[src/rtl/chipmuenk_audio_pkg.sv]
// Shared constants for the chipmuenk audio I/O tile: default rates and the
// 7-segment hex glyph table (segments g..a, active-high, bit0 = a).
package chipmuenk_audio_pkg;

  localparam int OSR_LOG2_DEF   = 6;
  localparam int DECAY_LOG2_DEF = 20;

  localparam logic [6:0] SEG_BLANK = 7'h00;
  localparam logic [6:0] SEG_ZERO  = 7'h3F;

  localparam logic [6:0] SEG_TABLE [16] = '{
    SEG_ZERO, 7'h06, 7'h5B, 7'h4F, 7'h66, 7'h6D, 7'h7D, 7'h07,
    7'h7F,    7'h6F, 7'h77, 7'h7C, 7'h39, 7'h5E, 7'h79, 7'h71
  };

  // Hex digit to glyph lookup; anything not matched stays blank.
  function automatic logic [6:0] seg_decode(input logic [3:0] digit);
    logic [6:0] seg;
    seg = SEG_BLANK;
    for (int i = 0; i < 16; i++) begin
      if (digit == 4'(i)) seg = SEG_TABLE[i];
    end
    return seg;
  endfunction

endpackage

[src/rtl/sigma_delta_dac.sv]
// First-order sigma-delta (PDM) DAC. The signed sample is captured on the
// sample strobe, converted to offset binary and integrated every clock; the
// accumulator carry is the PDM bit, so ones density equals xu/256.
module sigma_delta_dac (
  input  logic               clk,
  input  logic               rst,
  input  logic               strobe,
  input  logic [7:0]         ui_in,
  output logic signed [7:0]  sample,
  output logic               pdm
);

  logic signed [7:0] sample_p0;
  logic [7:0]        acc_p1;
  logic              pdm_p2;
  logic [7:0]        xu;
  logic [8:0]        sum;

  // Two's complement to offset binary: flipping the sign bit maps -128..127
  // onto 0..255.
  function automatic logic [7:0] to_offset(input logic signed [7:0] s);
    return {~s[7], s[6:0]};
  endfunction

  assign xu  = to_offset(sample_p0);
  assign sum = {1'b0, acc_p1} + {1'b0, xu};

  // Sample capture, accumulator update and carry-to-PDM register.
  always_ff @(posedge clk) begin
    if (rst) begin
      sample_p0 <= '0;
      acc_p1    <= '0;
      pdm_p2    <= 1'b0;
    end else begin
      if (strobe) sample_p0 <= signed'(ui_in);
      acc_p1 <= sum[7:0];
      pdm_p2 <= sum[8];
    end
  end

  assign sample = sample_p0;
  assign pdm    = pdm_p2;

endmodule

[src/rtl/chipmuenk_audio_io.sv]
// Audio I/O tile core: PDM DAC, optional external-comparator sigma-delta ADC
// and a decaying peak meter shown as one hex digit on the 7-segment display.
// Optional feature macro: CHIPMUENK_ADC_EN (ADC path on the uio pins and the
// uio_in[7] meter-source select). Without it uio_in is ignored and the uio
// pins are never driven. OSR_LOG2 is meant to lie in 1..8.
module chipmuenk_audio_io
  import chipmuenk_audio_pkg::*;
#(
  parameter int OSR_LOG2   = OSR_LOG2_DEF,
  parameter int DECAY_LOG2 = DECAY_LOG2_DEF
) (
  input  logic       clk,
  input  logic       rst,
  input  logic       ena,
  input  logic [7:0] ui_in,
  output logic [7:0] uo_out,
  input  logic [7:0] uio_in,
  output logic [7:0] uio_out,
  output logic [7:0] uio_oe
);

  logic [OSR_LOG2-1:0]   div_p0;
  logic                  strobe;
  logic [DECAY_LOG2-1:0] decay_cnt_p0;
  logic                  decay_tick;
  logic signed [7:0]     sample;
  logic                  pdm;
  logic signed [7:0]     src;
  logic [6:0]            mag;
  logic [6:0]            peak_p1;

  // Ones' complement magnitude: -128 maps to 127, so no overflow case.
  function automatic logic [6:0] mag_of(input logic signed [7:0] s);
    return s[7] ? ~s[6:0] : s[6:0];
  endfunction

  // One-LSB decay that holds at zero instead of wrapping.
  function automatic logic [6:0] dec_sat(input logic [6:0] p);
    return (p == 7'd0) ? 7'd0 : p - 7'd1;
  endfunction

  // Free-running sample-rate divider; strobe marks its last count.
  always_ff @(posedge clk) begin
    if (rst) div_p0 <= '0;
    else     div_p0 <= div_p0 + OSR_LOG2'(1);
  end
  assign strobe = &div_p0;

  // Independent decay timer for the peak meter.
  always_ff @(posedge clk) begin
    if (rst) decay_cnt_p0 <= '0;
    else     decay_cnt_p0 <= decay_cnt_p0 + DECAY_LOG2'(1);
  end
  assign decay_tick = &decay_cnt_p0;

  sigma_delta_dac u_dac (
    .clk    (clk),
    .rst    (rst),
    .strobe (strobe),
    .ui_in  (ui_in),
    .sample (sample),
    .pdm    (pdm)
  );

`ifdef CHIPMUENK_ADC_EN
  logic                fb_p0;
  logic [OSR_LOG2:0]   ones_p0;
  logic [7:0]          adc_p1;
  logic signed [7:0]   adc_signed;
  logic                unused_bits;

  // Scale a window ones count to 8 bits; a full window gives 256, which
  // clips to 255.
  function automatic logic [7:0] sat_u8(input logic [8:0] v);
    return v[8] ? 8'hFF : v[7:0];
  endfunction

  function automatic logic [8:0] adc_scale(input logic [OSR_LOG2:0] cnt);
    return 9'(cnt) << (8 - OSR_LOG2);
  endfunction

  // Comparator feedback register, per-window ones counter and ADC result.
  // The strobe cycle's fb opens the next window.
  always_ff @(posedge clk) begin
    if (rst) begin
      fb_p0   <= 1'b0;
      ones_p0 <= '0;
      adc_p1  <= '0;
    end else begin
      fb_p0 <= uio_in[0];
      if (strobe) begin
        adc_p1  <= sat_u8(adc_scale(ones_p0));
        ones_p0 <= {OSR_LOG2'(0), fb_p0};
      end else begin
        ones_p0 <= ones_p0 + {OSR_LOG2'(0), fb_p0};
      end
    end
  end

  assign adc_signed  = signed'({~adc_p1[7], adc_p1[6:0]});
  assign src         = uio_in[7] ? adc_signed : sample;
  assign uio_out     = {6'b0, fb_p0, 1'b0};
  assign uio_oe      = 8'h02;
  assign unused_bits = &{1'b0, ena, uio_in[6:1]};
`else
  logic unused_bits;

  assign src         = sample;
  assign uio_out     = 8'h00;
  assign uio_oe      = 8'h00;
  assign unused_bits = &{1'b0, ena, uio_in};
`endif

  assign mag = mag_of(src);

  // Peak hold: a larger magnitude at a strobe wins over a decay step.
  always_ff @(posedge clk) begin
    if (rst)                          peak_p1 <= '0;
    else if (strobe && mag > peak_p1) peak_p1 <= mag;
    else if (decay_tick)              peak_p1 <= dec_sat(peak_p1);
  end

  assign uo_out = {pdm, seg_decode(peak_p1[6:3])};

endmodule

[config.mk]
export PLATFORM = sky130hd
export DESIGN_NAME = chipmuenk_audio_io
export DESIGN_NICKNAME = d
export VERILOG_FILES = /design/src/rtl/chipmuenk_audio_pkg.sv /design/src/rtl/sigma_delta_dac.sv /design/src/rtl/chipmuenk_audio_io.sv
export SDC_FILE = /design/constraint.sdc
export NUM_CORES = 1
export LEC_CHECK = 0
export CELL_PAD_IN_SITES_DETAIL_PLACEMENT = 2
export CELL_PAD_IN_SITES_GLOBAL_PLACEMENT = 2
export CORE_ASPECT_RATIO = 1.4
export CORE_MARGIN = 2
export CORE_UTILIZATION = 36
export CTS_BUF_LIST = sky130_fd_sc_hd__clkbuf_4 sky130_fd_sc_hd__clkbuf_8
export DETAILED_ROUTE_END_ITERATION = 10
export PLACE_DENSITY_LB_ADDON = 0.1
export SLEW_MARGIN = 20
export SYNTH_ARGS = -nofsm -noshare
export SYNTH_HDL_FRONTEND = slang
export SYNTH_SLANG_ARGS = --single-unit
[constraint.sdc]
create_clock -name clk -period 3.95 [get_ports clk]
set_clock_uncertainty 0.1 [all_clocks]
set_input_delay 0.5925 -clock clk [delete_from_list [all_inputs] [get_ports clk]]
set_output_delay 0.5925 -clock clk [all_outputs]
set_load 0.01 [all_outputs]
==> reports/metrics.cfg, run 1 <==
[logic_synthesis]
ys_async_sr_fraction_pct = 0
synthAdderAreaFrac_pct = 8.47
ys_types = 46
synth_mux_area_share_pct = 4.58
synth_cells = 337
synth_compound_area_share_pct = 12.1
synth_top_family_by_area = simple AND/OR/NAND/NOR gates
synth.avg_cell_area_um2 = 8.60
synth_edf_count = 0
syn_area_um2 = 2900
synth_xor_area_share_pct = 9.07
seq_area_frac_synth_pct = 34.6
synth_top_cell_area_share_pct = 34.6
synth_commonest_cells = nor2_1 (60), dfxtp_1 (50), xor2_1 (21), nand2_1 (20), buf_4 (19)
synth-simple-area-share_pct = 22.0
yosys_warnings = 0
yosysMostFrequentCell = nor2_1
synthFlopType = dfxtp_1
synth_area_leader_cell = dfxtp_1
ys_seq_elements = 50
synth_area_leaders = dfxtp_1 (35%), ha_1 (7.8%), nor2_1 (7.8%)

[route]
drcViolationCount = 0
detail_route.wl_per_cell_um = 14.9
antenna_left = 0
first_pass_iters = 4
vias = 2280
drt_iter0_drc = 65
wirelength_mm = 6.64
vias_per_cell = 5.10

[cells_and_area]
fin_util_pct = 40.1
antenna_cells = 0
drive_gt1_share_pct = 6.05
final_nets = 385
syn_to_final_growth_pct = 7.82
fillers = 907

[floorplanning]
die_h_um = 110
rows = 38
coreArea_um2 = 7800
dieArea_um2 = 8790
num_io_pins = 43
start_util_pct = 37.1
fp.dieW_um = 79.8

[global_route]
overflow = 0
grt_util_all_layers_pct = 16.9
antenna_found_initial = 0
grt_pass1_vias = 2337
grt_pass1_wl_mm = 11.6
grt_max_degree = 52

[sta]
fin_setup_tns_ns = 0
worstMarginPinSlew_ns = 0.989
drv_slew = 0
slew_headroom_pct = 34.1
period_share_pct = 73.0
min_period_ns = 2.88
rsz0062_at_grt = false
max_freq_mhz = 347
setup_viol = 0
hold_viol_final = 0

[cts]
ctsLongestPathBuffers = 2
cts_tree = built
cts_resized = 0
ctsHoldBuffers = 0
insertion_delay_ns = 0.32
cts_htree_levels = 2
path_clk_slew_ns = 0.10
cts_root_buffer = clkbuf_8
numCtsBuffers = 5
cts_setup_buffers = 0
cts_sinks = 50

[setup_path]
critPathCaptureType = primary output
worstSetupPathType = reg -> out
start_kind = flop
critPathBufInv = 2
crit_family = buffers and inverters
path_max_fanout = 15
cpPeakStageDelay_ns = 0.64
cp_slowest_cell = dfxtp_1
worstPathArrival_ns = 2.19
required_ns = 3.26
crit_path_cell_trace = inv_1 > nor2_1 > o21ai_0 > nand2_1 > clkdlybuf4s50_1

[pwr]
p_total_uw = 860
p_comb_share_pct = 4.5
p_leak_nw = 1.23
seq_power_share_pct = 59.9
intPower_uw = 655
power.switching_uw = 205
pwr-share-clk_pct = 35.6
p_per_area_nw_per_um2 = 275
netSwitchingFraction_pct = 23.9
vdd_ir_drop_max_mv = 0.199

[place]
globalplace.congestion = 0.670
port_buffers = 17
dp_hpwl_mm = 4.99

[job]
maxCapViolCount = 0

[worst_hold_path]
hold_class = reg -> reg

[outcome]
status = completed

[worst paths after layout]
kind | end | slack [ns] | start | cells past startpoint
worst max-delay path | uo_out[3] | 1.07 | peak_p1[4] | 5
worst min-delay path | div_p0[0] | 0.35 | div_p0[0] | 1
worst max register to register | peak_p1[6] | 1.17 | peak_p1[4] | 7
worst min register to register | div_p0[0] | 0.35 | div_p0[0] | 1
[area by class of cell]
class                      count  area, µm²  share of cell area (%)
clock buffer                   6       76.3                    2.44
timing repair buffer          17        165                    5.29
inverter                      16       60.1                    1.92
clock inverter                 1       7.51                   0.240
multi-input combinational    257       1690                    54.0
tap                          100        125                    4.01
sequential                    50       1000                    32.1
[stage by stage]
stage | setup WS [ns] | hold slack (ns) | cells | cell area (µm²)
floorplan | 1.75 | 0.318 | 352 | 2950
global placement | 1.19 | 0.327 | 440 | 3040
detailed placement | 1.13 | 0.340 | 440 | 3040
CTS | 1.04 | 0.358 | 447 | 3120
global route | 0.835 | 0.372 | 447 | 3120
finish | 1.07 | 0.352 | 447 | 3120
[state kept, by name, summed over array words and instances, names as in the netlist]
register,count
peak_p1,7
u_dac.pdm,1
decay_cnt_p0,20
div_p0,6
u_dac.acc_p1,8
u_dac.sample,8
[metal layers]
| metal | share of wire, % | global-route usage [%] |
|---|---|---|
| met1 | 41 | 19.5 |
| met2 | 55 | 30.9 |
| met3 | 1.9 | 2.93 |
| met4 | 1.7 | 6.54 |
| met5 | 0 | 0 |
[power by group through the flow]
stage | clock [mW] | sequential (mW) | combinational [mW]
CTS | 0.323 | 0.515 | 0.0400
floorplan | 0 | 0.526 | 0.0393
global placement | 0 | 0.527 | 0.0384
detailed placement | 0 | 0.527 | 0.0392
finish | 0.306 | 0.515 | 0.0391
global route | 0.347 | 0.516 | 0.0453
[worst reg2reg max path, stage by stage, from the launching register on]
cell      delay, ns
dfxtp_1        0.64
inv_1          0.19
ha_1           0.36
and4_1         0.21
a21boi_0       0.16
o311ai_4       0.63
mux2i_1        0.27
nor2_1         0.07
[logic make-up after synthesis]
group	after synthesis
simple gates	129
other cells	1
xor+xnor	30
flops	50
buf+inv	45
mux	13
compound gates	50
fa+ha+maj	19
[placed cells by master, fill, tap and decap left out, types with 2 or more instances in the layout]
cell and n:
nor2_1 60, dfxtp_1 50, xor2_1 21, nand2_1 20, ha_1 18, inv_1 16
conb_1 16, clkdlybuf4s50_1 16, a21oi_1 13, nand3_1 13, o21ai_0 11, mux2i_1 11
xnor2_1 9, a211oi_1 7, nor2b_1 6, nand4_1 6, clkbuf_8 5, nor3_1 4
nand2b_1 3, a31oi_1 3, o31ai_1 3, or3_1 3, mux2_2 2, nor4_1 2
and4_1 2, and4_2 2, a21boi_0 2, o21a_1 2, a22oi_1 2, a311oi_2 2
No activity file was read; power rests on OpenSTA's default activity.
==> run 2, diff against run 1 <==
--- a/config.mk
+++ b/config.mk
@@ -9,7 +9,7 @@
 export CELL_PAD_IN_SITES_GLOBAL_PLACEMENT = 2
 export CORE_ASPECT_RATIO = 1.4
 export CORE_MARGIN = 2
-export CORE_UTILIZATION = 36
+export CORE_UTILIZATION = 34
 export CTS_BUF_LIST = sky130_fd_sc_hd__clkbuf_4 sky130_fd_sc_hd__clkbuf_8
 export DETAILED_ROUTE_END_ITERATION = 10
 export PLACE_DENSITY_LB_ADDON = 0.1
==> constraint.sdc (replaced) <==
create_clock -name clk -period 2.9 [get_ports clk]
set_clock_uncertainty 0.1 [all_clocks]
set_input_delay 0.435 -clock clk [delete_from_list [all_inputs] [get_ports clk]]
set_output_delay 0.435 -clock clk [all_outputs]
set_load 0.01 [all_outputs]
==> reports/metrics.cfg, run 2 (synthesis gave the netlist of run 1 again) <==
[floorplanning]
dieArea_um2 = 9280
start_util_pct = 35.3
die_h_um = 113
num_io_pins = 43
fp.dieW_um = 82.0
rows = 39
coreArea_um2 = 8200

[setup_path]
crit_path_cell_trace = xor2_1 > ha_1 > and4_1 > a21boi_0 > o311ai_4 > buf_4 > nor2_1 > a211oi_1
worstSetupPathType = reg -> reg
worstPathArrival_ns = 2.67
rrSetupSlack_ns = 0.35
critPathBufInv = 1
critPathCaptureType = flop
required_ns = 3.01
worstRegToRegCells = 8
start_kind = flop
cpPeakStageDelay_ns = 0.58
path_max_fanout = 13
cp.depth = 8
cp_slowest_cell = dfxtp_1
crit_family = compound AO/OA/AOI/OAI gates

[sta]
slew_headroom_pct = 60.5
period_share_pct = 88.1
worstMarginPinSlew_ns = 0.593
setup_viol = 0
rsz0062_at_grt = false
min_period_ns = 2.55
fin_setup_tns_ns = 0
fin_ws_ns = 0.346
drv_slew = 0
hold_viol_final = 0
max_freq_mhz = 391
whs_ns = 0.351

[cells_and_area]
final_nets = 394
syn_to_final_growth_pct = 11.3
fin_area_um2 = 3220
most-common-layout-cells = nor2_1 (60), dfxtp_1 (50), xor2_1 (21)
largest_reg_flops = 20
top_register = decay_cnt_p0
drive_gt1_share_pct = 8.68
antenna_cells = 0
fin_util_pct = 39.3
layout_commonest_cell = nor2_1

[cts]
cts_root_buffer = clkbuf_8
cts_tree = built
cts_htree_levels = 2
numCtsBuffers = 5
ctsLongestPathBuffers = 2
insertion_delay_ns = 0.31
ctsHoldBuffers = 0
cts_resized = 0
cts_setup_buffers = 0
path_clk_slew_ns = 0.10
cts_sinks = 50

[route]
vias = 2339
antenna_left = 0
vias_per_cell = 5.10
detail_route.wl_per_cell_um = 15.0
drcViolationCount = 0
wirelength_mm = 6.89
drt_iter0_drc = 33
first_pass_iters = 4

[place]
post-place-ws_ns = 0.351
dp_hpwl_mm = 5.28
port_buffers = 17
globalplace.congestion = 0.691
dpl-instance-area_um2 = 3110

[worst_hold_path]
hold_class = reg -> reg
hold_depth = 1

[outcome]
status = completed

[pwr]
p_leak_nw = 1.30
vdd_ir_drop_max_mv = 0.250
p_per_area_nw_per_um2 = 393

[global_route]
grt_pass1_wl_mm = 11.8
grt_pass1_vias = 2517
grt_max_degree = 32
antenna_found_initial = 0
overflow = 0
grt_util_all_layers_pct = 16.3

[job]
maxCapViolCount = 0

-- run 2: cell types whose count changed in the layout (fill, tap and decap cells not counted), sizes merged --
| cell | before | now |
|---|---|---|
| buf | 1 | 10 |
| bufinv | 0 | 1 |
| clkbuf | 6 | 7 |
| clkinvlp | 1 | 0 |
-- run 2: area by class of cell --
cell class | count | area (µm²)
Clock buffer | 7 | 83.8
Clock inverter | 1 | 30.0
Fill cell | 971 | 4970
Inverter | 16 | 60.1
Multi-Input combinational cell | 257 | 1690
Sequential cell | 50 | 1000
Tap cell | 102 | 128
Timing Repair Buffer | 26 | 233
-- run 2: worst paths after layout --
| check | start | endpoint |
|---|---|---|
| worst max register to register | u_dac.sample[7] | peak_p1[4] |
| worst min register to register | div_p0[0] | div_p0[0] |
| worst max-delay path | u_dac.sample[7] | peak_p1[4] |
| worst min-delay path | div_p0[0] | div_p0[0] |
-- run 2: metrics by stage --
stage / power, mW / cells
after floorplan: 0.770 / 352
after global placement: 0.771 / 451
after detailed placement: 0.773 / 451
after CTS: 1.29 / 459
after global routing: 1.33 / 459
final: 1.27 / 459
-- run 2: routing by layer --
layer	vias to the layer above	GRT usage, %	part of all wire [%]
met2	18	30.3	56
li1	1158	-	-
met1	1155	18.0	40
met5	-	0	0
met3	8	3.11	2.0
met4	0	5.22	1.4
-- run 2: where the power goes --
part | internal [mW] | total (mW) | switching [mW]
logic | 0.0229 | 0.0547 | 0.0318
clock network | 0.277 | 0.509 | 0.232
registers | 0.695 | 0.701 | 0.00655
total | 0.995 | 1.27 | 0.270
-- run 2: worst register-to-register path: cells and delay by family (launching register included) --
kind	cells	cell delay, ns
simple gates	2	0.30
fa+ha+maj	1	0.29
buf+inv	1	0.25
flops	1	0.58
compound gates	3	0.66
xor+xnor	1	0.28
